File: src/rtl/dmem_arbiter.sv
// dmem_arbiter: two-port arbiter in front of a single-port data memory.
// Port A is the CPU MEM stage, port B the interrupt context-save engine.
// A wins contended cycles. B can hold the memory across cycles with b_lock.
// Optional macro DMEM_ARB_STARVE_EN compiles in a starvation counter.
// With that counter, B wins a contended cycle after STARVE_LIMIT denied
// cycles in a row. Read data returns one cycle after the grant.
module dmem_arbiter #(
  parameter int STARVE_LIMIT = 4,
  parameter int AW           = 10
) (
  input  logic          clk,
  input  logic          resetn,
  input  logic          a_req,
  input  logic          a_we,
  input  logic [AW-1:0] a_addr,
  input  logic [3:0]    a_mask,
  input  logic [31:0]   a_wdata,
  output logic          a_gnt,
  output logic          a_rvalid,
  output logic [31:0]   a_rdata,
  input  logic          b_req,
  input  logic          b_we,
  input  logic          b_lock,
  input  logic [AW-1:0] b_addr,
  input  logic [3:0]    b_mask,
  input  logic [31:0]   b_wdata,
  output logic          b_gnt,
  output logic          b_rvalid,
  output logic [31:0]   b_rdata,
  output logic          mem_ceb,
  output logic          mem_web,
  output logic [AW-1:0] mem_a,
  output logic [3:0]    mem_mask,
  output logic [31:0]   mem_d,
  input  logic [31:0]   mem_q
);

  typedef enum logic {IDLE, LOCK_B} state_t;

  state_t state_reg, state_next;
  logic   rd_a_reg, rd_b_reg;
  logic   force_b;

`ifdef DMEM_ARB_STARVE_EN
  localparam int CW = $clog2(STARVE_LIMIT + 1);
  localparam logic [CW-1:0] LIMIT = CW'(STARVE_LIMIT);

  logic [CW-1:0] starve_cnt_reg;

  assign force_b = (starve_cnt_reg == LIMIT);

  // Count consecutive denied B cycles, saturating; any B grant clears it
  always_ff @(posedge clk) begin
    if (!resetn) begin
      starve_cnt_reg <= '0;
    end else if (b_gnt) begin
      starve_cnt_reg <= '0;
    end else if (b_req && (starve_cnt_reg != LIMIT)) begin
      starve_cnt_reg <= starve_cnt_reg + CW'(1);
    end
  end
`else
  // Strict priority: this is false for every legal (positive) limit
  assign force_b = (STARVE_LIMIT < 0);
`endif

  // State register for the B-lock FSM
  always_ff @(posedge clk) begin
    if (!resetn) begin
      state_reg <= IDLE;
    end else begin
      state_reg <= state_next;
    end
  end

  // Combinational grant decision and next state; nothing is granted in reset
  always_comb begin
    a_gnt      = 1'b0;
    b_gnt      = 1'b0;
    state_next = state_reg;
    if (resetn) begin
      case (state_reg)
        IDLE: begin
          if (b_req && (!a_req || force_b)) begin
            b_gnt = 1'b1;
          end else if (a_req) begin
            a_gnt = 1'b1;
          end
          if (b_gnt && b_lock) begin
            state_next = LOCK_B;
          end
        end
        LOCK_B: begin
          b_gnt = b_req;
          if (!b_lock) begin
            state_next = IDLE;
          end
        end
        default: state_next = IDLE;
      endcase
    end
  end

  // Steer the granted port onto the memory bus; idle bus is all zeros
  always_comb begin
    mem_ceb  = 1'b1;
    mem_web  = 1'b1;
    mem_a    = '0;
    mem_mask = 4'h0;
    mem_d    = 32'h0;
    if (a_gnt) begin
      mem_ceb  = 1'b0;
      mem_web  = ~a_we;
      mem_a    = a_addr;
      mem_mask = a_mask;
      mem_d    = a_wdata;
    end else if (b_gnt) begin
      mem_ceb  = 1'b0;
      mem_web  = ~b_we;
      mem_a    = b_addr;
      mem_mask = b_mask;
      mem_d    = b_wdata;
    end
  end

  // Remember which port owns the read data coming back next cycle
  always_ff @(posedge clk) begin
    if (!resetn) begin
      rd_a_reg <= 1'b0;
      rd_b_reg <= 1'b0;
    end else begin
      rd_a_reg <= a_gnt & ~a_we;
      rd_b_reg <= b_gnt & ~b_we;
    end
  end

  // Reset also suppresses a return that is already in flight
  assign a_rvalid = resetn & rd_a_reg;
  assign b_rvalid = resetn & rd_b_reg;
  assign a_rdata  = a_rvalid ? mem_q : 32'h0;
  assign b_rdata  = b_rvalid ? mem_q : 32'h0;

endmodule

File: config.mk
export PLATFORM = sky130hd
export DESIGN_NAME = dmem_arbiter
export DESIGN_NICKNAME = d
export VERILOG_FILES = /design/src/rtl/dmem_arbiter.sv
export SDC_FILE = /design/constraint.sdc
export NUM_CORES = 1
export LEC_CHECK = 0
export ABC_AREA = 1
export CAP_MARGIN = 10
export CELL_PAD_IN_SITES_DETAIL_PLACEMENT = 2
export CELL_PAD_IN_SITES_GLOBAL_PLACEMENT = 2
export CORE_ASPECT_RATIO = 1.25
export CORE_MARGIN = 4
export CORE_UTILIZATION = 10
export DETAILED_ROUTE_END_ITERATION = 8
export GPL_ROUTABILITY_DRIVEN = 0
export GPL_TIMING_DRIVEN = 0
export PLACE_DENSITY_LB_ADDON = 0.1
export SYNTH_ARGS = -nofsm -noshare
export SYNTH_HDL_FRONTEND = slang
export SYNTH_SLANG_ARGS = --single-unit
File: constraint.sdc
create_clock -name clk -period 1.2 [get_ports clk]
set_input_delay 0.24 -clock clk [delete_from_list [all_inputs] [get_ports clk]]
set_output_delay 0.24 -clock clk [all_outputs]
set_load 0.1 [all_outputs]
==> summary.md <==
| Metric | Value |
|---|---|
| Outcome | `finished with violations` |
| Failing checks | `setup timing` |
| H-tree Lvls | `1` |
| RSZ-0062 raised after global routing | `true` |
| FP Rows | `49` |
| DR vias | `~3300` |
| Final setup fails | `116` |
| Setup TNS | `-35.37 ns` |
| Share of cells above drive strength 1 | `approximately 65%` |
| Clock-pin slew on the worst setup and hold paths | `0.03 ns` |
| DRT iter0 DRCs | `44` |
| Critical Path RT | `0.96 ns` |
| Die W | `117 um` |
| Final worst-path cycle share | `135%` |
| Ys async rst share | `0%` |
| Initial DRT Pass Iterations | `4` |
| Max IR drop VDD | `about 0.29 mV` |
| Max Cap Violations | `0` |
| I/O pin total | `roughly 250` |
| Crit. End Element | `primary output` |
| Inserted Clock Buffers | `3` |
| GR Overflow Total | `0` |
| Critical path fanouts, max | `10` |
| Syn avg cell area | `5.01 um2` |
| Least-Margin Pin Slew | `0.498 ns` |
| Clk sinks | `3` |
| Layout Nets | `716` |
| Mapped cell area | `around 1500 um2` |
| Tot GR Track Use | `between 15 and 20%` |
| Mapped Nets | `roughly 430` |
| Post-DRT Antenna Nets | `0` |
| CTS Buffer Depth | `2` |
| Unique cell type count in the Yosys netlist | `16` |
| Starting Density | `slightly above 10%` |
| Largest net degree at the start of global routing | `11` |
| Crit path launch type | `register` |
| Final Hold Viols | `0` |
| Placed inst area | `~5300 um2` |
| Fin Clk Skew | `0.000770 ns` |
| Final slew viol count | `0` |
| Port Buffers | `244` |
| Worst skew pair latency | `0.22 ns` |
| Tightest Hold Check Type | `input port to register` |
| Peak Freq | `618 MHz` |
| Total die area | `~17000 um2` |
| Crit path DAT | `1.38 ns` |
| Largest area contributor in the netlist | `nand4_1` |
| Power Total | `3780 uW` |
| Primary FF master, synth | `dfxtp_1` |
| Die H | `144 um` |
| Minimum clock period | `between 1.5 and 2 ns` |
| Synth top area cells | `nand4_1 20%, nor2_1 17%, nand2_1 14%` |
| Area fraction of the dominant cell type after synthesis | `19.9%` |
| Antenna violations before repair | `2` |
| Gate Count Post-Synth | `295` |
| Max_slew headroom | `66.8%` |
| DRC | `0` |
| Yosys warnings | `0` |
| #FFs+latches synth | `3` |
| TritonCTS clock tree | `built` |
| WL final | `17100 um` |
| Synth top cells by count | `65 x nor2_1, 55 x nand2_1, 47 x nand4_1` |
| Dpl hpwl | `11100 um` |
| Post-synth EDFFs | `0` |
| Power Density | `503 nW/um2` |
| Core region area | `14500 um2` |
| Via count of the first global-routing pass | `approximately 3800` |
| Sequential area share after synthesis | `4.06%` |
| Cells after DPL | `slightly above 700` |
| Fin Hold WS | `0.432 ns` |
| Layout area overhead | `409%` |
| CTS root buffer | `clkbuf_16` |
| Fin area | `about 7500 um2` |
| Setup ws final | `-0.419 ns` |
| Non-Filler Instances | `764` |
| Vias per inst | `4.35` |
| CP Class | `register to primary output` |
| First-pass GRT wire length | `approximately 23000 um` |
| Lkg Pwr | `0.00293 uW` |
| Most frequent cell after synthesis | `nor2_1` |
| WL per Instance | `around 22 um` |
stage by stage:
stage	setup WS, ns	util [%]
2_1_floorplan	-0.154	-
3_3_place_gp	-1.72	37.0
3_5_place_dp	-1.71	37.0
4_1_cts	-0.421	48.9
5_1_grt	-0.496	52.0
6_report	-0.419	52.0
area by class of cell:
cell class	count	area [um2]
diodes	2	5.00
clock buffers	4	78.8
inverters	42	179
well taps	178	223
flip-flops and latches	3	68.8
multi-input cells	217	2310
plain buffers	32	432
repair buffers	286	4220
fillers	1358	6950
where the power goes:
part / total, uW / switching [uW] / internal, uW / leakage [uW]
clock: 531 / 92.6 / 438 / 0.0000382
combinational: 3150 / 1850 / 1290 / 0.00287
sequential: 106 / 4.43 / 102 / 0.0000264
routing by layer:
metal  GRT usage (%)  vias to the layer above  wire (um)
met2            38.6                      152      10400
met3            4.38                       18       1250
li1                -                     1550          -
met1            17.0                     1605       5180
met4            2.17                        0        275
met5               0                        -          0
cells in the final DEF (no fill, tap or decap):
master	Yosys	final
clkdlybuf4s15_2	0	1
dfxtp_2	0	1
nand3_1	38	8
inv_1	41	18
clkbuf_16	0	7
nand4_1	47	47
buf_8	1	9
buf_6	6	24
clkinvlp_4	0	5
buf_2	15	3
dlymetal6s2s_1	0	4
nand2_8	0	6
nand3_2	10	15
clkbuf_8	0	1
nor2_1	65	1
inv_2	1	18
clkbuf_4	0	1
buf_16	0	2
buf_4	4	8
nand2_4	0	47
nand3_4	0	25
nand2_1	55	2
clkdlybuf4s50_1	0	123
a21oi_1	1	1
inv_4	0	1
nor2_4	0	64
nand2_2	1	1
clkbuf_2	0	3
buf_12	0	134
clkbuf_1	6	2
dfxtp_4	0	2
diode_2	0	2
path summary, 6_finish.rpt:
kind                            slack [ns]                   end                  from  depth (start not counted)
worst max-delay path                 -0.42              mem_a[1]  state_reg$_SDFF_PN0_                          5
worst min-delay path                  0.43  state_reg$_SDFF_PN0_                 b_req                          3
worst max register to register        0.07   rd_a_reg$_SDFF_PN0_  state_reg$_SDFF_PN0_                          6
worst min register to register        0.72  state_reg$_SDFF_PN0_  state_reg$_SDFF_PN0_                          3
what timing repair did:
item                                     CTS  global route
pin swaps                                 12            29
hold buffers                               0             0
setup buffers                             21            17
resized for setup                       1111            61
cloned                                     4             4
endpoints found under the setup margin   116           116
kinds of logic (layout without fill, tap and decap cells):
kind of cell	count (synthesis)	count (layout)	synth area share (%)
flip-flops	3	3	4.06
AO/OA/AOI/OAI	1	1	0.338
AND/OR/NAND/NOR	216	216	70.4
buffers and inverters	75	364	25.1
other	0	2	0
worst max-delay path, stage by stage, from the launching register on:
cell	delay (ns)
dfxtp_2	0.32
inv_4	0.10
clkbuf_8	0.18
nand4_1	0.24
nand2_8	0.14
buf_12	0.18
Note: power is estimated with default switching activity, not from simulation.
